===== src/rtl/sw_pkg.sv =====
// Shared constants and types for the switch input-conditioning block.
package sw_pkg;

  localparam int SW_N_CH           = 4;
  localparam int SW_SYNC_STAGES    = 2;
  // 10 ms at 100 MHz
  localparam int SW_DEBOUNCE_CYCLES = 1_000_000;

  typedef enum logic {
    STABLE  = 1'b0,
    PENDING = 1'b1
  } ch_state_t;

endpackage


===== src/rtl/sw_debounce_ch.sv =====
// One switch channel: synchroniser, consecutive-sample debounce counter,
// clean level register and registered rise/fall pulses.
module sw_debounce_ch
  import sw_pkg::*;
#(
  parameter int SYNC_STAGES     = SW_SYNC_STAGES,
  parameter int DEBOUNCE_CYCLES = SW_DEBOUNCE_CYCLES
) (
  input  logic clk,
  input  logic resetn,
  input  logic debounce_en,
  input  logic sw_raw,
  output logic sw_clean,
  output logic sw_rise,
  output logic sw_fall
);

  localparam int CNT_W = $clog2(DEBOUNCE_CYCLES);
  // Acceptance happens at this value, so the counter never wraps.
  localparam logic [CNT_W-1:0] CNT_TERM = CNT_W'(DEBOUNCE_CYCLES - 1);

  generate
    if (SYNC_STAGES < 2) begin : g_bad_sync
      $error("sw_debounce_ch: SYNC_STAGES must be >= 2");
    end
    if (DEBOUNCE_CYCLES < 2) begin : g_bad_deb
      $error("sw_debounce_ch: DEBOUNCE_CYCLES must be >= 2");
    end
  endgenerate

  logic [SYNC_STAGES-1:0] sync_chain;
  logic                   sync;

  ch_state_t        state, state_next;
  logic [CNT_W-1:0] cnt, cnt_next;
  logic             clean, clean_next;
  logic             rise, rise_next;
  logic             fall, fall_next;

  assign sync = sync_chain[SYNC_STAGES-1];

  // Plain flop chain into clk; nothing between stages.
  always_ff @(posedge clk) begin
    if (!resetn) sync_chain <= '0;
    else         sync_chain <= {sync_chain[SYNC_STAGES-2:0], sw_raw};
  end

  // State, counter, clean level and pulse registers.
  always_ff @(posedge clk) begin
    if (!resetn) begin
      state <= STABLE;
      cnt   <= '0;
      clean <= 1'b0;
      rise  <= 1'b0;
      fall  <= 1'b0;
    end else begin
      state <= state_next;
      cnt   <= cnt_next;
      clean <= clean_next;
      rise  <= rise_next;
      fall  <= fall_next;
    end
  end

  // Next-state: bypass tracks sync directly; otherwise count consecutive
  // differing samples and accept on the terminal count.
  always_comb begin
    state_next = state;
    cnt_next   = cnt;
    clean_next = clean;
    rise_next  = 1'b0;
    fall_next  = 1'b0;
    if (!debounce_en) begin
      state_next = STABLE;
      cnt_next   = '0;
      clean_next = sync;
      rise_next  = sync & ~clean;
      fall_next  = ~sync & clean;
    end else begin
      unique case (state)
        STABLE: begin
          if (sync != clean) begin
            state_next = PENDING;
            cnt_next   = CNT_W'(1);
          end
        end
        PENDING: begin
          if (sync == clean) begin
            state_next = STABLE;
            cnt_next   = '0;
          end else if (cnt == CNT_TERM) begin
            state_next = STABLE;
            cnt_next   = '0;
            clean_next = sync;
            rise_next  = sync;
            fall_next  = ~sync;
          end else begin
            cnt_next = cnt + CNT_W'(1);
          end
        end
        default: begin
          state_next = STABLE;
          cnt_next   = '0;
        end
      endcase
    end
  end

  assign sw_clean = clean;
  assign sw_rise  = rise;
  assign sw_fall  = fall;

endmodule


===== src/rtl/sw_debounce_x4.sv =====
// Input conditioning for the 4-switch controller: N_CH independent
// synchronise-and-debounce channels with edge pulses.
module sw_debounce_x4
  import sw_pkg::*;
#(
  parameter int N_CH            = SW_N_CH,
  parameter int SYNC_STAGES     = SW_SYNC_STAGES,
  parameter int DEBOUNCE_CYCLES = SW_DEBOUNCE_CYCLES
) (
  input  logic            clk,
  input  logic            resetn,
  input  logic            debounce_en,
  input  logic [N_CH-1:0] sw_raw,
  output logic [N_CH-1:0] sw_clean,
  output logic [N_CH-1:0] sw_rise,
  output logic [N_CH-1:0] sw_fall
);

  // One fully independent channel per switch pin.
  for (genvar i = 0; i < N_CH; i++) begin : g_ch
    sw_debounce_ch #(
      .SYNC_STAGES    (SYNC_STAGES),
      .DEBOUNCE_CYCLES(DEBOUNCE_CYCLES)
    ) u_ch (
      .clk        (clk),
      .resetn     (resetn),
      .debounce_en(debounce_en),
      .sw_raw     (sw_raw[i]),
      .sw_clean   (sw_clean[i]),
      .sw_rise    (sw_rise[i]),
      .sw_fall    (sw_fall[i])
    );
  end

endmodule


===== config.mk =====
export PLATFORM = sky130hd
export DESIGN_NAME = sw_debounce_x4
export DESIGN_NICKNAME = d
export VERILOG_FILES = /design/src/rtl/sw_pkg.sv /design/src/rtl/sw_debounce_ch.sv /design/src/rtl/sw_debounce_x4.sv
export SDC_FILE = /design/constraint.sdc
export NUM_CORES = 1
export LEC_CHECK = 0
export CORE_MARGIN = 2
export CORE_UTILIZATION = 45
export DETAILED_ROUTE_END_ITERATION = 10
export SYNTH_ARGS = -nofsm -noshare
export SYNTH_HDL_FRONTEND = slang
export SYNTH_SLANG_ARGS = --single-unit

===== constraint.sdc =====
create_clock -name clk -period 2.55 [get_ports clk]
set_input_delay 0.51 -clock clk [delete_from_list [all_inputs] [get_ports clk]]
set_output_delay 0.51 -clock clk [all_outputs]
set_load 0.1 [all_outputs]

## Yosys cells after proc, flatten, opt, wreduce, memory -nomap -nowiden

Cells that the tools add are included.

- Equality and inequality tests: 28
- Muxes and demuxes: 80
- $add $sub $neg: 4
- Bitwise gates (word level): 20
- Reduce and logical (&&, ||, !) cells: 5

Operator list:

| kind | count |
|---|---|
| 2-to-1 mux 20 bit | 12 |
| case mux 20 bit (2 select lines) | 4 |
| adder 20 x 1 -> 20 bit, second input constant | 4 |
| == test 20 bit, second input constant | 4 |
| 2-to-1 mux 1 bit | 60 |
| inequality test 2 x 1 -> 1 bit, second input constant | 12 |
| inverter 1 bit | 12 |
| AND reduction 3 bit | 4 |
| bitwise AND 1 bit | 8 |
| inequality test 2 bit, second input constant | 4 |
| case mux 1 bit (2 select lines) | 4 |
| == test 1 bit | 4 |
| inequality test 1 bit | 4 |
| AND reduction 2 bit | 1 |

- Register bits after elaboration: 104
- Output and inout bits: 12
- Input port bits: 7
- Word-level logic and storage cells: 161

## Logic depth before layout (Yosys ltp)

Gate-level depths: netlist (run 1).

- Depth in word-level cells: 5
- Gate-level depth with buffers: 9
- Depth with buffers taken out: 7

## Hierarchy

A second synthesis (run 1) with hierarchy kept.

- Cells, all modules: 672
- Area, all modules: 5640.4 µm²

Modules (own cells, without submodules):

| module | cells an instance | area an instance (µm²) | instances | seq. area each (µm²) |
|---|---|---|---|---|
| sw_debounce_ch | 168 | 1410.1 | 4 | 520.5 |

## Worst setup path after synthesis (run 1)

OpenSTA, ideal clock, no wires.

- Kind: reg-to-reg
- From: register g_ch[2].u_ch.sync_chain[1]
- To: register g_ch[2].u_ch.cnt[16]
- Required time: 2476 ps
- Arrival: 1975 ps
- Stages on the path, launching flop included: 10
- Setup time: 74 ps
- Path slack: 501 ps
- Buffers on the path: 2
- Period minus slack after synthesis: 2049 ps
- Cells stage by stage: dfxtp_1 inv_1 ha_1 nor2b_1 clkbuf_1 nand2_1 a21oi_1 buf_2 a31oi_1 a31oi_1

- Cells in the longest elaborated chain, start to end: 3
- Elaborated cells on any way between the ends: 5
- Those cells by class: eq/ne (3); mux (2)

Ends and longest elaborated chain:

| what | line | text |
|---|---|---|
| start: declaration | sw_debounce_ch.sv:31 | `logic [SYNC_STAGES-1:0] sync_chain;` |
| start signal: assignment | sw_debounce_ch.sv:45 | `else sync_chain <= {sync_chain[SYNC_STAGES-2:0], sw_raw};` |
| == test 1 bit | sw_debounce_ch.sv:88 | `if (sync == clean) begin` |
| 2-to-1 mux 20 bit | sw_debounce_ch.sv:88 |  |
| case mux 20 bit (2 select lines) | sw_debounce_ch.sv:80 | `unique case (state)` |
| end signal: assignment | sw_debounce_ch.sv:58 | `cnt <= cnt_next;` |
| end: declaration | sw_debounce_ch.sv:35 | `logic [CNT_W-1:0] cnt, cnt_next;` |

Several ways; a longest one is shown, not always the timed one.
A chain may end at the register's enable or synchronous reset.

## Final worst setup path (run 1)

- From: register g_ch[3].u_ch.cnt[0]
- To: register g_ch[3].u_ch.cnt[15]

- Cells in the longest elaborated chain, start to end: 4
- Elaborated cells on any way between the ends: 5
- Those cells by class: add/sub (1); eq/ne (1); mux (3)

Ends and longest elaborated chain:

| what | line | text |
|---|---|---|
| start: declaration | sw_debounce_ch.sv:35 |  |
| start signal: assignment | sw_debounce_ch.sv:58 |  |
| adder 20 x 1 -> 20 bit / == test 20 bit (equally long branches) | sw_debounce_ch.sv:98, sw_debounce_ch.sv:91 |  |
| 2-to-1 mux 20 bit * | sw_debounce_ch.sv:91 | `end else if (cnt == CNT_TERM) begin` |
| 2-to-1 mux 20 bit * | sw_debounce_ch.sv:88 |  |
| case mux 20 bit (2 select lines) * | sw_debounce_ch.sv:80 |  |

Every way passes the cells marked *; elsewhere a longest branch is shown, timed or not.

==> results of run 1 <==
==> metal layers <==
layer  part of all wire, %  wire (um)  global-route usage [%]
met5                     0          0                       0
met2                    47       5620                    31.2
met1                    49       5900                    25.8
met4                  0.74         89                    5.20
met3                   3.7        440                    5.42
==> cells in the mapped netlist, drive strengths merged, types with 3 or more instances <==
| library cell | n | area (um2) |
|---|---|---|
| o21ai | 35 | 175 |
| and2 | 20 | 125 |
| and4 | 7 | 61.3 |
| o31ai | 4 | 30.0 |
| inv | 23 | 86.3 |
| buf | 22 | 154 |
| a41oi | 3 | 26.3 |
| nor3 | 11 | 55.1 |
| nand4 | 30 | 188 |
| a21oi | 42 | 214 |
| nor4b | 3 | 26.3 |
| a211oi | 7 | 57.6 |
| nand3 | 50 | 255 |
| xor2 | 3 | 26.3 |
| or4b | 4 | 43.8 |
| a221oi | 3 | 26.3 |
| and3 | 18 | 113 |
| mux2i | 10 | 100 |
| a21o | 4 | 30.0 |
| o211ai | 3 | 27.5 |
| nor2b | 10 | 62.6 |
| a21boi | 8 | 60.1 |
| nand3b | 4 | 30.0 |
| o31a | 3 | 26.3 |
| or3 | 4 | 25.0 |
| dfxtp | 104 | 2080 |
| nand2 | 64 | 240 |
| a31oi | 31 | 194 |
| a22o | 15 | 131 |
| nor4 | 10 | 90.1 |
| nand2b | 18 | 113 |
| xnor2 | 10 | 87.6 |
| ha | 12 | 150 |
| nor2 | 26 | 97.6 |
| clkbuf | 24 | 91.3 |
==> cell type report <==
cell class              instances  area [um2]
fillers                      1173        5920
multi-input cells             488        3030
flip-flops and latches        104        2080
repair buffers                 38         300
clock buffers                  11         233
well taps                     147         184
inverters                      23        86.3
clock inverters                 4        70.1
==> through the flow <==
stage	setup WS (ns)	std cells	hold slack, ns	total power, mW
4_1_cts	0.213	815	0.440	3.29
2_1_floorplan	0.501	661	0.412	1.79
3_5_place_dp	0.0387	800	0.423	1.84
6_report	0.203	815	0.436	3.26
5_1_grt	0.0111	815	0.457	3.38
3_3_place_gp	0.169	800	0.423	1.84
==> critical path: cells and delay by family, from the launching register on <==
kind            cells  cell delay (ns)
buf+inv             1             0.23
compound gates      3             0.77
fa+ha+maj           1             0.26
simple gates        2             0.60
flops               1             0.37
==> where the power goes <==
part	internal (mW)	switching, mW	total, mW
Clock	0.853	0.606	1.46
Combinational	0.0550	0.0997	0.155
Sequential	1.64	0.0116	1.65
==> kinds of logic (layout without fill, tap and decap cells) <==
logic type / count (synthesis) / in the layout / synth area share (%)
XOR/XNOR: 13 / 13 / 2.09
AO/OA/AOI/OAI: 167 / 167 / 19.8
AND/OR/NAND/NOR: 286 / 286 / 29.2
flip-flops: 104 / 104 / 38.2
multiplexers: 10 / 10 / 1.84
adder cells (fa/ha/maj): 12 / 12 / 2.76
buffers and inverters: 69 / 76 / 6.09
==> placed cells by master (no fill, tap or decap), drive strengths merged, types with 6 or more instances in the layout <==
cell type	netlist	layout
a211oi	7	7
a22o	15	15
nand2	64	64
ha	12	12
and3	18	18
nor4	10	10
inv	23	23
nor2	26	26
mux2i	10	10
a21boi	8	8
a31oi	31	31
nor2b	10	10
nand3	50	50
o21ai	35	35
and4	7	7
buf	22	32
nand2b	18	18
nand4	30	30
nor3	11	11
and2	20	20
a21oi	42	42
xnor2	10	10
dfxtp	104	104
clkbuf	24	11
clkdlybuf4s50	0	6
==> how the worst min path moves through the flow <==
| stage | start | to | slack (ns) | cells past startpoint |
|---|---|---|---|---|
| floorplan | g_ch[0].u_ch.sync_chain[0] | g_ch[0].u_ch.sync_chain[1] | 0.41 | 1 |
| detailed placement | g_ch[2].u_ch.sync_chain[0] | g_ch[2].u_ch.sync_chain[1] | 0.42 | 1 |
| global route | g_ch[0].u_ch.sync_chain[0] | g_ch[0].u_ch.sync_chain[1] | 0.46 | 1 |
| CTS | g_ch[2].u_ch.sync_chain[0] | g_ch[2].u_ch.sync_chain[1] | 0.44 | 1 |
| finish | g_ch[2].u_ch.sync_chain[0] | g_ch[2].u_ch.sync_chain[1] | 0.44 | 1 |
| global placement | g_ch[2].u_ch.sync_chain[0] | g_ch[2].u_ch.sync_chain[1] | 0.42 | 1 |
==> flip-flops by register name, summed over array words and instances (netlist names) <==
name,flops
g_ch.u_ch.cnt,80
g_ch.u_ch.state,4
g_ch.u_ch.sw_clean,4
g_ch.u_ch.sw_fall,4
g_ch.u_ch.sw_rise,4
g_ch.u_ch.sync_chain,8
==> metrics, run 1 <==
Synthesis Warnings 0; # setup viols final 0; initial antenna violation count 0; ys async rst share 0%; status complete, no violations; r2r endpoint g_ch[3].u_ch.cnt[15]; critical path class register to register; Worst Setup SP g_ch[3].u_ch.cnt[0]; Chip Height ~110 um; kind of end point of the critical path register; post-CTS setup buffers 0; ys flop type dfxtp_1; Net Count, Synth a little under 700; final instance area around 6000 um2; largest buffer count on any clock path 2; Crit path largest cell delay approximately 0.46 ns; DIE AREA around 13,000 um2; clk_lat worst skew roughly 0.35 ns; worst r2r src g_ch[3].u_ch.cnt[0]; Final period util 92.0%; mapped cell area 5450 um2; TritonCTS buffer count 9; vias per cell slightly below 6; post-route ant nets 0; Fmax achieved between 400 and 500 MHz; Tightest Hold Check Type register to register; PortBufs 18; largest net degree at the start of global routing 30; Final Critical Period approximately 2.3 ns; R2R Setup Slk a little over 0.2 ns; DRC viols 0; syn_area_per_cell roughly 8.2 um2; Seq/Total Area, Yosys 38.2%; CP cell instances ha_1, nand3_1, or3_1, o211ai_2, buf_4, o21ai_0, a22o_1; Starting Density roughly 46%; total negative slack 0 ns; global route total overflow 0; final slew viol count 0; Pre-antenna DRT Iters 4; CTS root buf clkbuf_16; CTS resizes 0; GPL Wtd Cong around 0.82; Crit Path Max Fanout 12; n_diodes 0; first-pass GRT wire length around 21,000 um; WL final 12,000 um; slowest stage cell, crit path or3_1; Detailed Place HPWL between 8000 and 9000 um; violation count after the first detailed-route iteration 277; startpoint types register; Max-Slew Margin vs Limit about 63%; clock skew around 0.0037 ns; Mapped Cells roughly 660; P&R area growth vs syn 9.95%; layout cells sized above 1 under 10%; nets@finish around 680; synthesis-stage register bit count roughly 100; number of global-route vias before repair about 4,400; Lkg Pwr about 2.0 nW; worst-margin pin slew roughly 0.55 ns; EDFF count, synth 0; Core Footprint 11,900 um2; Post-CTS Hold Buffers 0; num ports 19; All-Layer GR Usage 19.4%; power per cell area roughly 550 nW/um2; Die Width roughly 110 um; unrepaired setup endpoints after global routing no; MaxCap Viol Count 0; distinct cell type count after synthesis 61; Via Count ~4,800; CP Data Required Time around 2.8 ns; clk sink count 104; clk slew on worst S/H paths 0.07 ns; CTS tree done; CP arrival around 2.6 ns; # rows 40; worst reg2reg path depth 7; Setup crit end g_ch[3].u_ch.cnt[15]; Final Hold Fails 0; post-DR wirelength/cell ~15 um; peak supply drop ~0.37 mV; H-Tree Level Count 3; Layout Utilization 50.3%; placed cell area between 5000 and 6000 um2
No activity file was read; power rests on OpenSTA's default activity.
==> run 2: changes to the inputs <==
--- a/config.mk
+++ b/config.mk
@@ -6,7 +6,7 @@
 export NUM_CORES = 1
 export LEC_CHECK = 0
 export CORE_MARGIN = 2
-export CORE_UTILIZATION = 45
+export CORE_UTILIZATION = 30
 export DETAILED_ROUTE_END_ITERATION = 10
 export SYNTH_ARGS = -nofsm -noshare
 export SYNTH_HDL_FRONTEND = slang
==> metrics, run 2 (synthesis results as in run 1) <==
worst-margin pin slew ~0.54 ns; startpoint types register; Hold Slack ~0.43 ns; commonest non-fill, non-tap cells in the layout dfxtp_1 (104), nand2_1 (64), nand3_1 (49), a21oi_1 (41), o21ai_0 (35); Post-CTS Hold Buffers 0; fillers between 1,500 and 2,000; peak supply drop ~0.40 mV; Max-Slew Margin vs Limit a little under two thirds; vias per cell approximately 5.3; violation count after the first detailed-route iteration approximately 360; Via Count 4,757; Detailed Place HPWL about 8500 um; Reg with most FFs g_ch.u_ch.cnt; status complete, no violations; # rows just under 50; TritonCTS buffer count 9; kind of end point of the critical path register; Final period util 91.0%; clk_lat worst skew roughly 0.36 ns; nets@finish 682; unrepaired setup endpoints after global routing no; CTS root buf clkbuf_16; CTS tree done; Lkg Pwr roughly 2.0 nW; Pre-antenna DRT Iters 5; max FFs per register 80; critical path class register to register; clock skew just under 0.009 ns; Final Critical Period around 2.3 ns; initial antenna violation count 0; CP Data Required Time between 2 and 3 ns; post-route ant nets 0; Starting Density a little under a third; PortBufs 18; H-Tree Level Count 3; biggest regs g_ch.u_ch.cnt (80), g_ch.u_ch.sync_chain (8); Fmax achieved 431 MHz; power per cell area approximately 550 nW/um2; clk sink count approximately 100; n_diodes 0; Final Hold Fails 0; P&R area growth vs syn 12.8%; commonest non-fill, non-tap cell in the layout dfxtp_1; Crit Path Max Fanout 6; largest buffer count on any clock path 2; DIE AREA slightly below 20,000 um2; Tightest Hold Check Type register to register; CP arrival around 2.5 ns; num ports 19; post-CTS setup buffers 0; All-Layer GR Usage approximately 13%; Chip Height 139 um; # setup viols final 0; Die Width between 100 and 150 um; layout cells sized above 1 ~8.7%; largest net degree at the start of global routing 27; Core Footprint 17,900 um2; GPL Wtd Cong ~0.79; WL final roughly 12,000 um; final slew viol count 0; Layout Utilization between 30% and 40%; global route total overflow 0; post-DR wirelength/cell roughly 14 um; first-pass GRT wire length around 21,000 um; number of global-route vias before repair between 4,000 and 5,000; clk slew on worst S/H paths 0.07 ns; total negative slack 0 ns; MaxCap Viol Count 0; DRC viols 0; CTS resizes 0
-- run 2: cell count changes in the layout (fill, tap and decap cells not counted) --
cell and change:
inv_6 +1, o211ai_4 +1, o211ai_2 -1, buf_4 -3
buf_12 +2, clkbuf_8 +1, inv_8 +1, clkbuf_1 -2
-- run 2: area by class of cell --
| class | instances | area [um2] | area share, % |
|---|---|---|---|
| Multi-Input combinational cell | 488 | 3040 | 49.5 |
| Timing Repair Buffer | 37 | 318 | 5.17 |
| Clock buffer | 10 | 239 | 3.89 |
| Sequential cell | 104 | 2080 | 33.9 |
| Tap cell | 229 | 287 | 4.66 |
| Clock inverter | 6 | 90.1 | 1.47 |
| Inverter | 23 | 86.3 | 1.41 |
-- run 2: worst max-delay path: stages, from the launching register on --
cell      delay, ns
dfxtp_1        0.37
nor4b_1        0.45
nand4_1        0.30
buf_4          0.24
nor2_1         0.24
nand4_1        0.14
a21boi_0       0.43
-- run 2: worst paths after layout --
path / depth (start not counted) / slack [ns] / from / end
worst max-delay path: 6 / 0.23 / g_ch[3].u_ch.cnt[11] / g_ch[3].u_ch.sw_fall
worst max register to register: 6 / 0.23 / g_ch[3].u_ch.cnt[11] / g_ch[3].u_ch.sw_fall
worst min-delay path: 1 / 0.43 / g_ch[2].u_ch.sync_chain[0] / g_ch[2].u_ch.sync_chain[1]
worst min register to register: 1 / 0.43 / g_ch[2].u_ch.sync_chain[0] / g_ch[2].u_ch.sync_chain[1]
-- run 2: metal layers --
| layer | track usage, % | routed length [um] | part of all wire, % |
|---|---|---|---|
| met5 | 0 | 0 | 0 |
| met4 | 3.19 | 146 | 1.2 |
| met3 | 3.00 | 410 | 3.4 |
| met2 | 20.1 | 5300 | 44 |
| met1 | 17.8 | 6320 | 52 |
-- run 2: per-stage QoR --
step	cell area, um2	total power [mW]	std cells	setup slack (ns)
after floorplan	5450	1.79	661	0.501
after global placement	5800	1.84	881	0.201
after detailed placement	5800	1.84	881	0.133
after CTS	6130	3.39	897	0.185
after global routing	6140	3.47	897	0.0749
final	6140	3.35	897	0.229
-- run 2: where the power goes --
part	internal [mW]	switching, mW	total [mW]
Clock	0.895	0.650	1.55
Combinational	0.0540	0.101	0.155
Sequential	1.64	0.0117	1.65
Total	2.59	0.763	3.35
==> run 3: changes to the inputs <==
--- a/config.mk
+++ b/config.mk
@@ -5,9 +5,11 @@
 export SDC_FILE = /design/constraint.sdc
 export NUM_CORES = 1
 export LEC_CHECK = 0
+export CAP_MARGIN = 20
 export CORE_MARGIN = 2
 export CORE_UTILIZATION = 30
 export DETAILED_ROUTE_END_ITERATION = 10
+export SETUP_SLACK_MARGIN = 0.1
 export SYNTH_ARGS = -nofsm -noshare
 export SYNTH_HDL_FRONTEND = slang
 export SYNTH_SLANG_ARGS = --single-unit
==> results of run 3 <==
The final DEF is identical to that of run 2. Status: complete, no violations.
